===== src/rtl/soc_bus_pkg.sv =====
// rtl/soc_bus_pkg.sv - shared hub bus transfer type, byte-lane helper and pin port register offsets
package soc_bus_pkg;

   localparam logic [1:0] PIN_LEVEL = 2'd0;
   localparam logic [1:0] PIN_RISE  = 2'd1;
   localparam logic [1:0] PIN_FALL  = 2'd2;
   localparam logic [1:0] PIN_IRQEN = 2'd3;

   typedef struct packed {
      logic [31:0] addr;
      logic [31:0] wdata;
      logic [3:0]  wmask;
      logic        ren;
      logic        wen;
   } bus_xfer_t;

   function automatic logic [31:0] byte_mask(input logic [3:0] wmask);
      return {{8{wmask[3]}}, {8{wmask[2]}}, {8{wmask[1]}}, {8{wmask[0]}}};
   endfunction

endpackage


===== src/rtl/pin_debouncer.sv =====
// rtl/pin_debouncer.sv - single-bit debouncer: output follows input after CYCLES consecutive differing samples
module pin_debouncer #(
   parameter int CYCLES = 12000
) (
   input  logic clk,
   input  logic rst_n,
   input  logic seed,
   input  logic sample,
   output logic level
);

   localparam int CW = $clog2(CYCLES + 1);

   logic [CW-1:0] count;

   // seed adopts the first real synchronised sample so pins held at reset need no debounce delay
   always_ff @(posedge clk or negedge rst_n) begin
      if (!rst_n) begin
         level <= 1'b0;
         count <= '0;
      end else if (seed) begin
         level <= sample;
         count <= '0;
      end else if (sample == level) begin
         count <= '0;
      end else if (count == CW'(CYCLES - 1)) begin
         level <= sample;
         count <= '0;
      end else begin
         count <= count + 1'b1;
      end
   end

endmodule


===== src/rtl/parallel_input.sv =====
// rtl/parallel_input.sv - input pin port with level, sticky W1C edge flags and maskable irq
// Optional debouncing is built when PARALLEL_INPUT_DEBOUNCE_EN is defined.
module parallel_input
   import soc_bus_pkg::*;
#(
   parameter int WIDTH           = 32,
   parameter int DEBOUNCE_CYCLES = 12000
) (
   input  logic             clk,
   input  logic             rst_n,
   input  logic [31:0]      addr,
   input  logic [31:0]      wdata,
   input  logic [3:0]       wmask,
   input  logic             ren,
   input  logic             wen,
   output logic [31:0]      rdata,
   output logic             ready,
   input  logic             active,
   input  logic [WIDTH-1:0] io,
   output logic             irq
);

`ifdef PARALLEL_INPUT_DEBOUNCE_EN
   localparam int WARM = 3;
`else
   localparam int WARM = 2;
`endif

   if (WIDTH < 1 || WIDTH > 32 || DEBOUNCE_CYCLES < 1) begin : g_bad_cfg
      $error("parallel_input: unsupported parameter values");
   end

   bus_xfer_t        xfer;
   logic [WIDTH-1:0] sync1, sync2, level, prev;
   logic [WIDTH-1:0] rise, fall, irq_en;
   logic [WIDTH-1:0] wr_bits, lane_bits, clr_rise, clr_fall, new_rise, new_fall, rd_value;
   logic [WARM-1:0]  warm;
   logic             primed, hit, wr_hit, unused;

   assign xfer   = {addr, wdata, wmask, ren, wen};
   assign unused = ^{xfer.addr[31:4], xfer.addr[1:0]};

`ifdef PARALLEL_INPUT_DEBOUNCE_EN
   for (genvar i = 0; i < WIDTH; i++) begin : g_deb
      pin_debouncer #(.CYCLES(DEBOUNCE_CYCLES)) u_deb (
         .clk    (clk),
         .rst_n  (rst_n),
         .seed   (warm[1] & ~warm[2]),
         .sample (sync2[i]),
         .level  (level[i])
      );
   end
`else
   assign level = sync2;
`endif

   assign hit       = active & (xfer.ren | xfer.wen);
   assign wr_hit    = active & xfer.wen;
   assign lane_bits = WIDTH'(byte_mask(xfer.wmask));
   assign wr_bits   = WIDTH'(xfer.wdata) & lane_bits;
   assign clr_rise  = (wr_hit && xfer.addr[3:2] == PIN_RISE) ? wr_bits : '0;
   assign clr_fall  = (wr_hit && xfer.addr[3:2] == PIN_FALL) ? wr_bits : '0;
   // edges only count once prev holds a real sample, so pins high out of reset do not flag
   assign new_rise  = primed ? (level & ~prev) : '0;
   assign new_fall  = primed ? (~level & prev) : '0;

   always_comb begin
      rd_value = '0;
      case (xfer.addr[3:2])
         PIN_LEVEL: rd_value = level;
         PIN_RISE:  rd_value = rise;
         PIN_FALL:  rd_value = fall;
         default:   rd_value = irq_en;
      endcase
   end

   always_ff @(posedge clk or negedge rst_n) begin
      if (!rst_n) begin
         sync1  <= '0;
         sync2  <= '0;
         prev   <= '0;
         rise   <= '0;
         fall   <= '0;
         irq_en <= '0;
         warm   <= '0;
         primed <= 1'b0;
         ready  <= 1'b0;
         rdata  <= '0;
         irq    <= 1'b0;
      end else begin
         sync1  <= io;
         sync2  <= sync1;
         prev   <= level;
         warm   <= {warm[WARM-2:0], 1'b1};
         primed <= warm[WARM-1];
         rise   <= (rise & ~clr_rise) | new_rise;
         fall   <= (fall & ~clr_fall) | new_fall;
         if (wr_hit && xfer.addr[3:2] == PIN_IRQEN) begin
            irq_en <= (irq_en & ~lane_bits) | wr_bits;
         end
         ready  <= hit;
         rdata  <= (active && xfer.ren) ? 32'(rd_value) : '0;
         irq    <= |((rise | fall) & irq_en);
      end
   end

endmodule


===== config.mk =====
export PLATFORM = sky130hd
export DESIGN_NAME = parallel_input
export DESIGN_NICKNAME = d
export VERILOG_FILES = /design/src/rtl/soc_bus_pkg.sv /design/src/rtl/pin_debouncer.sv /design/src/rtl/parallel_input.sv
export SDC_FILE = /design/constraint.sdc
export NUM_CORES = 1
export LEC_CHECK = 0
export CAP_MARGIN = 15
export CORE_AREA = 2 2 136 138
export CTS_CLUSTER_SIZE = 14
export DETAILED_ROUTE_END_ITERATION = 16
export DIE_AREA = 0 0 138 140
export DONT_BUFFER_PORTS = 1
export GPL_TIMING_DRIVEN = 0
export PLACE_DENSITY = 0.66
export SYNTH_ARGS = -nofsm -noshare
export SYNTH_HDL_FRONTEND = slang
export SYNTH_HIERARCHICAL = 1
export SYNTH_SLANG_ARGS = --single-unit

===== constraint.sdc =====
create_clock -name clk -period 3 [get_ports clk]
set_input_delay 0.75 -clock clk [delete_from_list [all_inputs] [get_ports clk]]
set_output_delay 0.75 -clock clk [all_outputs]
set_load 0.02 [all_outputs]

==> impl_metrics.tcl, run 1 <==
set metrics [dict create \
    dp_hpwl_mm 13.59 \
    most_common_library_cell_in_the_layout_ignoring_fill_and_taps "sky130_fd_sc_hd__dfrtp_1" \
    grt_first_pass_wirelength_mm 31.95 \
    root_buffer "sky130_fd_sc_hd__clkbuf_16" \
    post-route-drc-count 0 \
    cts_tree "done" \
    h_tree_depth 1 \
    cell_count_post_placement 837 \
    worst_ep_required_time_ns 2.25 \
    cell_taking_the_most_area_after_synthesis "sky130_fd_sc_hd__dfrtp_1" \
    dr_total_vias 5137 \
    synth_enable_flop_cells 0 \
    grt_remaining_overflow 0 \
    layout.cells.most_common_list "sky130_fd_sc_hd__dfrtp_1 (229), sky130_fd_sc_hd__nand2_1 (125), sky130_fd_sc_hd__o2bb2ai_1 (60)" \
    worst_setup_path_start_kind "register" \
    global_routing_usage_on_met3 0.05949 \
    postLayoutCoreUtil 0.5635 \
    multi_input_area_mm2 0.002846 \
    share_of_layout_cells_above_drive_strength_1 0.1988 \
    setup_violations 0 \
    synthToLayoutAreaGrowth_pct 13.81 \
    postSynthRegisterBits 229 \
    final.hold.worst_slack_ns -0.06588 \
    period_share 0.5857 \
    globalplace.congestion 0.8180 \
    rsz_0062_raised_after_global_routing "no" \
    synth_sequential_area_ratio 0.6509 \
    routed_wirelength_mm 20.14 \
    run_status "finished, violations left" \
    p_per_area_mw_per_mm2 752.1 \
    antenna_violations_before_repair 0 \
    final_period_minus_worst_setup_slack_ns 1.757 \
    post_synth_instance_area_mm2 0.008803 \
    relSlewSlack 0.5190 \
    first_pass_iters 5 \
    arrival_ns 1.01 \
    core_mm2 0.01778 \
    cp-end-kind "output pin" \
    synthesis.instances 608 \
    synthFlopType "sky130_fd_sc_hd__dfrtp_1" \
    num_ports 139 \
    instances_no_fill 883 \
    clock-skew-final_ns 0.01619 \
    post_synth.cell_area_avg_um2 14.48 \
    nFillCells 1452 \
    grt_max_degree 230 \
    grt.met1_usage 0.2793 \
    hold_path.class "in2async" \
    synth_area_leaders "sky130_fd_sc_hd__dfrtp_1 (65%), sky130_fd_sc_hd__mux4_2 (7.7%), sky130_fd_sc_hd__o2bb2ai_1 (6.0%)" \
    synthesis.nets 713 \
    cts_num_sinks 229 \
    clk_pin_slew_ns 0.06 \
    avgViaCountPerCell 5.818 \
    initial_drt_markers 318 \
    insertedDiodeCount 0 \
    grt_most_used_layer "met2" \
    synth-warning-count 6 \
    grt_use_met2 0.3447 \
    p_leak_nw 4.306 \
    max-clock-path-buffers 3 \
    dieArea_mm2 0.01932 \
    starting_utilization_of_the_core_area 0.4951 \
    finalWorstSetupSlack_ns 1.243 \
    postSynth.asyncResetShare 1.000 \
    fp-row-count 49 \
    cts.repair.resized 0 \
    number_of_buffers_added_by_the_clock_tree_synthesis_step 25 \
    clk-insertion-delay-late_ns 0.51 \
    netlist-cell-type-count 25 \
    post-place-ws_ns 1.062 \
    global_route.usage.total 0.2121 \
    netlist.area_leader.share 0.6509 \
    first_global_vias 5522 \
    die_span_x_um 138 \
    violated_checks "hold timing" \
    finish.net_count 740 \
    final_antenna_net_count 0 \
    fp.dieH_um 140 \
    worst-path-max-fanout 1 \
    maxCapViolCount 0 \
    timing_max_transition_violations_final 0 \
    post-cts-setup-buffers 0 \
    hold_viol_final 65 \
    vdd.ir_drop.worst_mv 0.6403 \
    seqCellArea_mm2 0.005731 \
    achievable-frequency_ghz 0.5691 \
    setup_total_negative_slack_ns 0 \
    critPathKind "reg2out" \
    port_buffers 0 \
    wire_length_per_cell_after_detailed_routing_um 22.81 \
    tightest_slew_ns 0.7215 \
]
## cell families (layout without fill, tap and decap cells)
| kind of cell | Yosys count | after routing | share of synthesized area |
|---|---|---|---|
| buffers and inverters | 33 | 79 | 0.02573 |
| multiplexers | 64 | 64 | 0.1373 |
| AND/OR/NAND/NOR | 184 | 184 | 0.1029 |
| other | 1 | 1 | 0.0004260 |
| AO/OA/AOI/OAI | 97 | 97 | 0.08272 |
| flip-flops | 229 | 229 | 0.6509 |
## path summary, 6_finish.rpt
path	startpoint	slack (ns)	endpoint	cells past startpoint
setup / recovery	ready$_DFF_PN0_	1.24	ready	0
setup reg to reg	primed$_DFF_PN0_	1.25	fall[2]$_DFF_PN0_	4
hold / removal	rst_n	-0.07	level[16]$_DFF_PN0_	0
min in group clk	io[19]	0.26	sync1[19]$_DFF_PN0_	0
hold reg to reg	sync1[6]$_DFF_PN0_	0.35	level[6]$_DFF_PN0_	0
max in group asynchronous	rst_n	2.51	rdata[4]$_DFF_PN0_	0
## layer usage
metal	share of wire	wire (um)
met2	0.49	9838
met3	0.084	1682
met4	0.025	495
met5	0	0
met1	0.40	8121
## power breakdown
group	internal [mW]	switching, mW	leakage, nW
clock network	2.15	1.20	0.459
logic	0.349	0.246	1.26
registers	3.36	0.229	2.59
total	5.86	1.68	4.31
## final cells by class
type | instances | area share
Tap cell | 229 | 0.02860
Inverter | 3 | 0.001124
Clock buffer | 35 | 0.07418
Sequential cell | 229 | 0.5719
Buffer | 30 | 0.02148
Clock inverter | 11 | 0.01861
Multi-Input combinational cell | 346 | 0.2841
## through the flow
step | power [mW] | area (um2)
final | 7.536 | 10020
after global routing | 7.819 | 10020
after CTS | 7.601 | 10020
after detailed placement | 4.231 | 9090
after global placement | 4.190 | 9090
after floorplan | 4.030 | 8803
## synth_stat cells (3+ instances only)
cell and count:
sky130_fd_sc_hd__nand2_1 125, sky130_fd_sc_hd__clkbuf_1 13, sky130_fd_sc_hd__and3_1 32, sky130_fd_sc_hd__inv_1 3
sky130_fd_sc_hd__buf_12 4, sky130_fd_sc_hd__buf_2 9, sky130_fd_sc_hd__nand2_8 4, sky130_fd_sc_hd__buf_6 3
sky130_fd_sc_hd__mux4_2 30, sky130_fd_sc_hd__nand4_1 8, sky130_fd_sc_hd__and2_1 7, sky130_fd_sc_hd__mux2_4 32
sky130_fd_sc_hd__o21ai_0 33, sky130_fd_sc_hd__o2bb2ai_1 60, sky130_fd_sc_hd__a32o_1 3, sky130_fd_sc_hd__dfrtp_1 229
Power figures use the tool's default switching activity.
==> run 2, diff against run 1 <==
==> constraint.sdc (replaced) <==
create_clock -name clk -period 1.75 [get_ports clk]
set_input_delay 0.4375 -clock clk [delete_from_list [all_inputs] [get_ports clk]]
set_output_delay 0.4375 -clock clk [all_outputs]
set_load 0.02 [all_outputs]
==> run 2 against run 1 <==
The flow still finishes with violations (hold timing). Die area unchanged. Global-route usage increased by 0.23 points. Flip-flop and latch count unchanged. Register-to-register slack got worse by 1.1 ns. Combinational power increased by 82%. Worst setup slack got worse by 1.1 ns. Critical path type is now reg2reg. Largest power group unchanged. Highest routed layer unchanged.
==> impl_metrics.tcl, run 2 (same netlist as run 1, synthesis figures left out) <==
set metrics [dict create \
    setup_total_negative_slack_ns 0 \
    run_status "finished, violations left" \
    post-place-ws_ns 0.02660 \
    globalplace.congestion 0.8180 \
    finish.net_count 772 \
    die_span_x_um 138 \
    fp.dieH_um 140 \
    cts_num_sinks 229 \
    antenna_violations_before_repair 0 \
    core_mm2 0.01778 \
    num_ports 139 \
    share_of_layout_cells_above_drive_strength_1 0.1983 \
    seqCellArea_mm2 0.005731 \
    critPathTopFamily "simple AND/OR/NAND/NOR gates" \
    hold_path.class "in2async" \
    starting_utilization_of_the_core_area 0.4951 \
    clock-skew-final_ns 0.01926 \
    grt_max_degree 230 \
    achievable-frequency_ghz 0.6397 \
    avgViaCountPerCell 5.756 \
    number_of_buffers_added_by_the_clock_tree_synthesis_step 25 \
    insertedDiodeCount 0 \
    worst-path-max-fanout 3 \
    r2r_cells 4 \
    finalWorstSetupSlack_ns 0.1868 \
    final_period_minus_worst_setup_slack_ns 1.563 \
    post-route-drc-count 0 \
    initial_drt_markers 368 \
    worstReg2RegStart "rise[0]$_DFF_PN0_" \
    path_cells "o21ai_0 > nand4_1 > nor4_1 > nand2_1" \
    h_tree_depth 1 \
    critPathMaxStageDelay_ns 0.47 \
    tightest_slew_ns 0.8609 \
    rsz_0062_raised_after_global_routing "no" \
    post-cts-setup-buffers 0 \
    reg2reg_to "irq$_DFF_PN0_" \
    wire_length_per_cell_after_detailed_routing_um 22.29 \
    cp-end-kind "register" \
    worst_ep_required_time_ns 2.15 \
    dp_hpwl_mm 13.59 \
    violated_checks "hold timing" \
    port_buffers 0 \
    final.hold.worst_slack_ns -0.3783 \
    clk-insertion-delay-late_ns 0.52 \
    regToRegSetupSlack_ns 0.19 \
    most_common_library_cell_in_the_layout_ignoring_fill_and_taps "sky130_fd_sc_hd__dfrtp_1" \
    grt_first_pass_wirelength_mm 32.33 \
    multi_input_area_mm2 0.002846 \
    timing_max_transition_violations_final 0 \
    critical_path_buffer_and_inverter_count 0 \
    grt_remaining_overflow 0 \
    postLayoutCoreUtil 0.5820 \
    p_leak_nw 4.458 \
    maxCapViolCount 0 \
    root_buffer "sky130_fd_sc_hd__clkbuf_16" \
    hold_viol_final 229 \
    synthToLayoutAreaGrowth_pct 17.54 \
    fp-row-count 49 \
    relSlewSlack 0.4261 \
    arrival_ns 1.96 \
    routed_wirelength_mm 20.39 \
    setup_violations 0 \
    placed_cell_area_mm2 0.009090 \
    critPathKind "reg2reg" \
    first_pass_iters 6 \
    postCtsHoldBufs 32 \
    dieArea_mm2 0.01932 \
    final_antenna_net_count 0 \
    nFillCells 1432 \
    power.total_mw 12.99 \
    period_share 0.8932 \
    layout.cells.most_common_list "sky130_fd_sc_hd__dfrtp_1 (229), sky130_fd_sc_hd__nand2_1 (125), sky130_fd_sc_hd__o2bb2ai_1 (60)" \
    dr_total_vias 5267 \
    first_global_vias 5635 \
    max-clock-path-buffers 3 \
    worst_setup_path_start_kind "register" \
    p_per_area_mw_per_mm2 1256 \
    cts_tree "done" \
    worst_path_max_delay_cell "sky130_fd_sc_hd__o21ai_0" \
    global_route.usage.total 0.2145 \
    finish.instance_area_mm2 0.01035 \
    vdd.ir_drop.worst_mv 1.091 \
    clk_pin_slew_ns 0.06 \
]
## run 2: cell types whose count changed in the layout (fill, tap and decap cells not counted)
cell                            previous run  this run
sky130_fd_sc_hd__clkbuf_2                  0         6
sky130_fd_sc_hd__clkbuf_1                 15         9
sky130_fd_sc_hd__dlygate4sd3_1             0        32
## run 2: how the worst max path moves through the flow
stage | start | to | depth (start not counted)
3_5_place_dp | primed$_DFF_PN0_ | rise[3]$_DFF_PN0_ | 4
4_1_cts | primed$_DFF_PN0_ | fall[2]$_DFF_PN0_ | 4
3_3_place_gp | primed$_DFF_PN0_ | fall[6]$_DFF_PN0_ | 4
2_1_floorplan | addr[2] | rdata[0]$_DFF_PN0_ | 4
6_report | rise[0]$_DFF_PN0_ | irq$_DFF_PN0_ | 4
5_1_grt | primed$_DFF_PN0_ | fall[2]$_DFF_PN0_ | 4
## run 2: what timing repair did
action                                  in CTS  in global routing
endpoints found under the setup margin       1                 47
gates resized for setup                      1                 10
endpoints found under the hold margin      261                229
## run 2: layout make-up
type | instances | share of cell area
Buffer | 30 | 0.02152
Timing Repair Buffer | 32 | 0.03096
Sequential cell | 229 | 0.5538
Inverter | 3 | 0.001088
Tap cell | 229 | 0.02769
Clock buffer | 35 | 0.07183
Clock inverter | 11 | 0.01802
Multi-Input combinational cell | 346 | 0.2751
## run 2: layer usage
layer,global-route usage,vias up,wire length [um]
li1,-,2307,-
met1,0.2804,2729,8196
met2,0.3512,198,10030
met3,0.05983,33,1659
met4,0.07035,0,507
met5,0,-,0
## run 2: power by group
part	leakage (nW)	internal [mW]	switching, mW
Combinational	1.41	0.647	0.432
Clock	0.459	3.69	2.07
Sequential	2.59	5.76	0.395
## run 2: stage by stage
stage,hold slack (ns),instances
3_5_place_dp,0.1512,837
2_1_floorplan,0.1419,608
6_report,-0.3783,915
5_1_grt,-0.4043,915
4_1_cts,-0.3909,915
3_3_place_gp,0.1478,837
## run 2: worst register-to-register path, cell delays in order (launching register included)
cell and delay (ns):
sky130_fd_sc_hd__dfrtp_1 0.40, sky130_fd_sc_hd__o21ai_0 0.47, sky130_fd_sc_hd__nand4_1 0.18, sky130_fd_sc_hd__nor4_1 0.34, sky130_fd_sc_hd__nand2_1 0.08
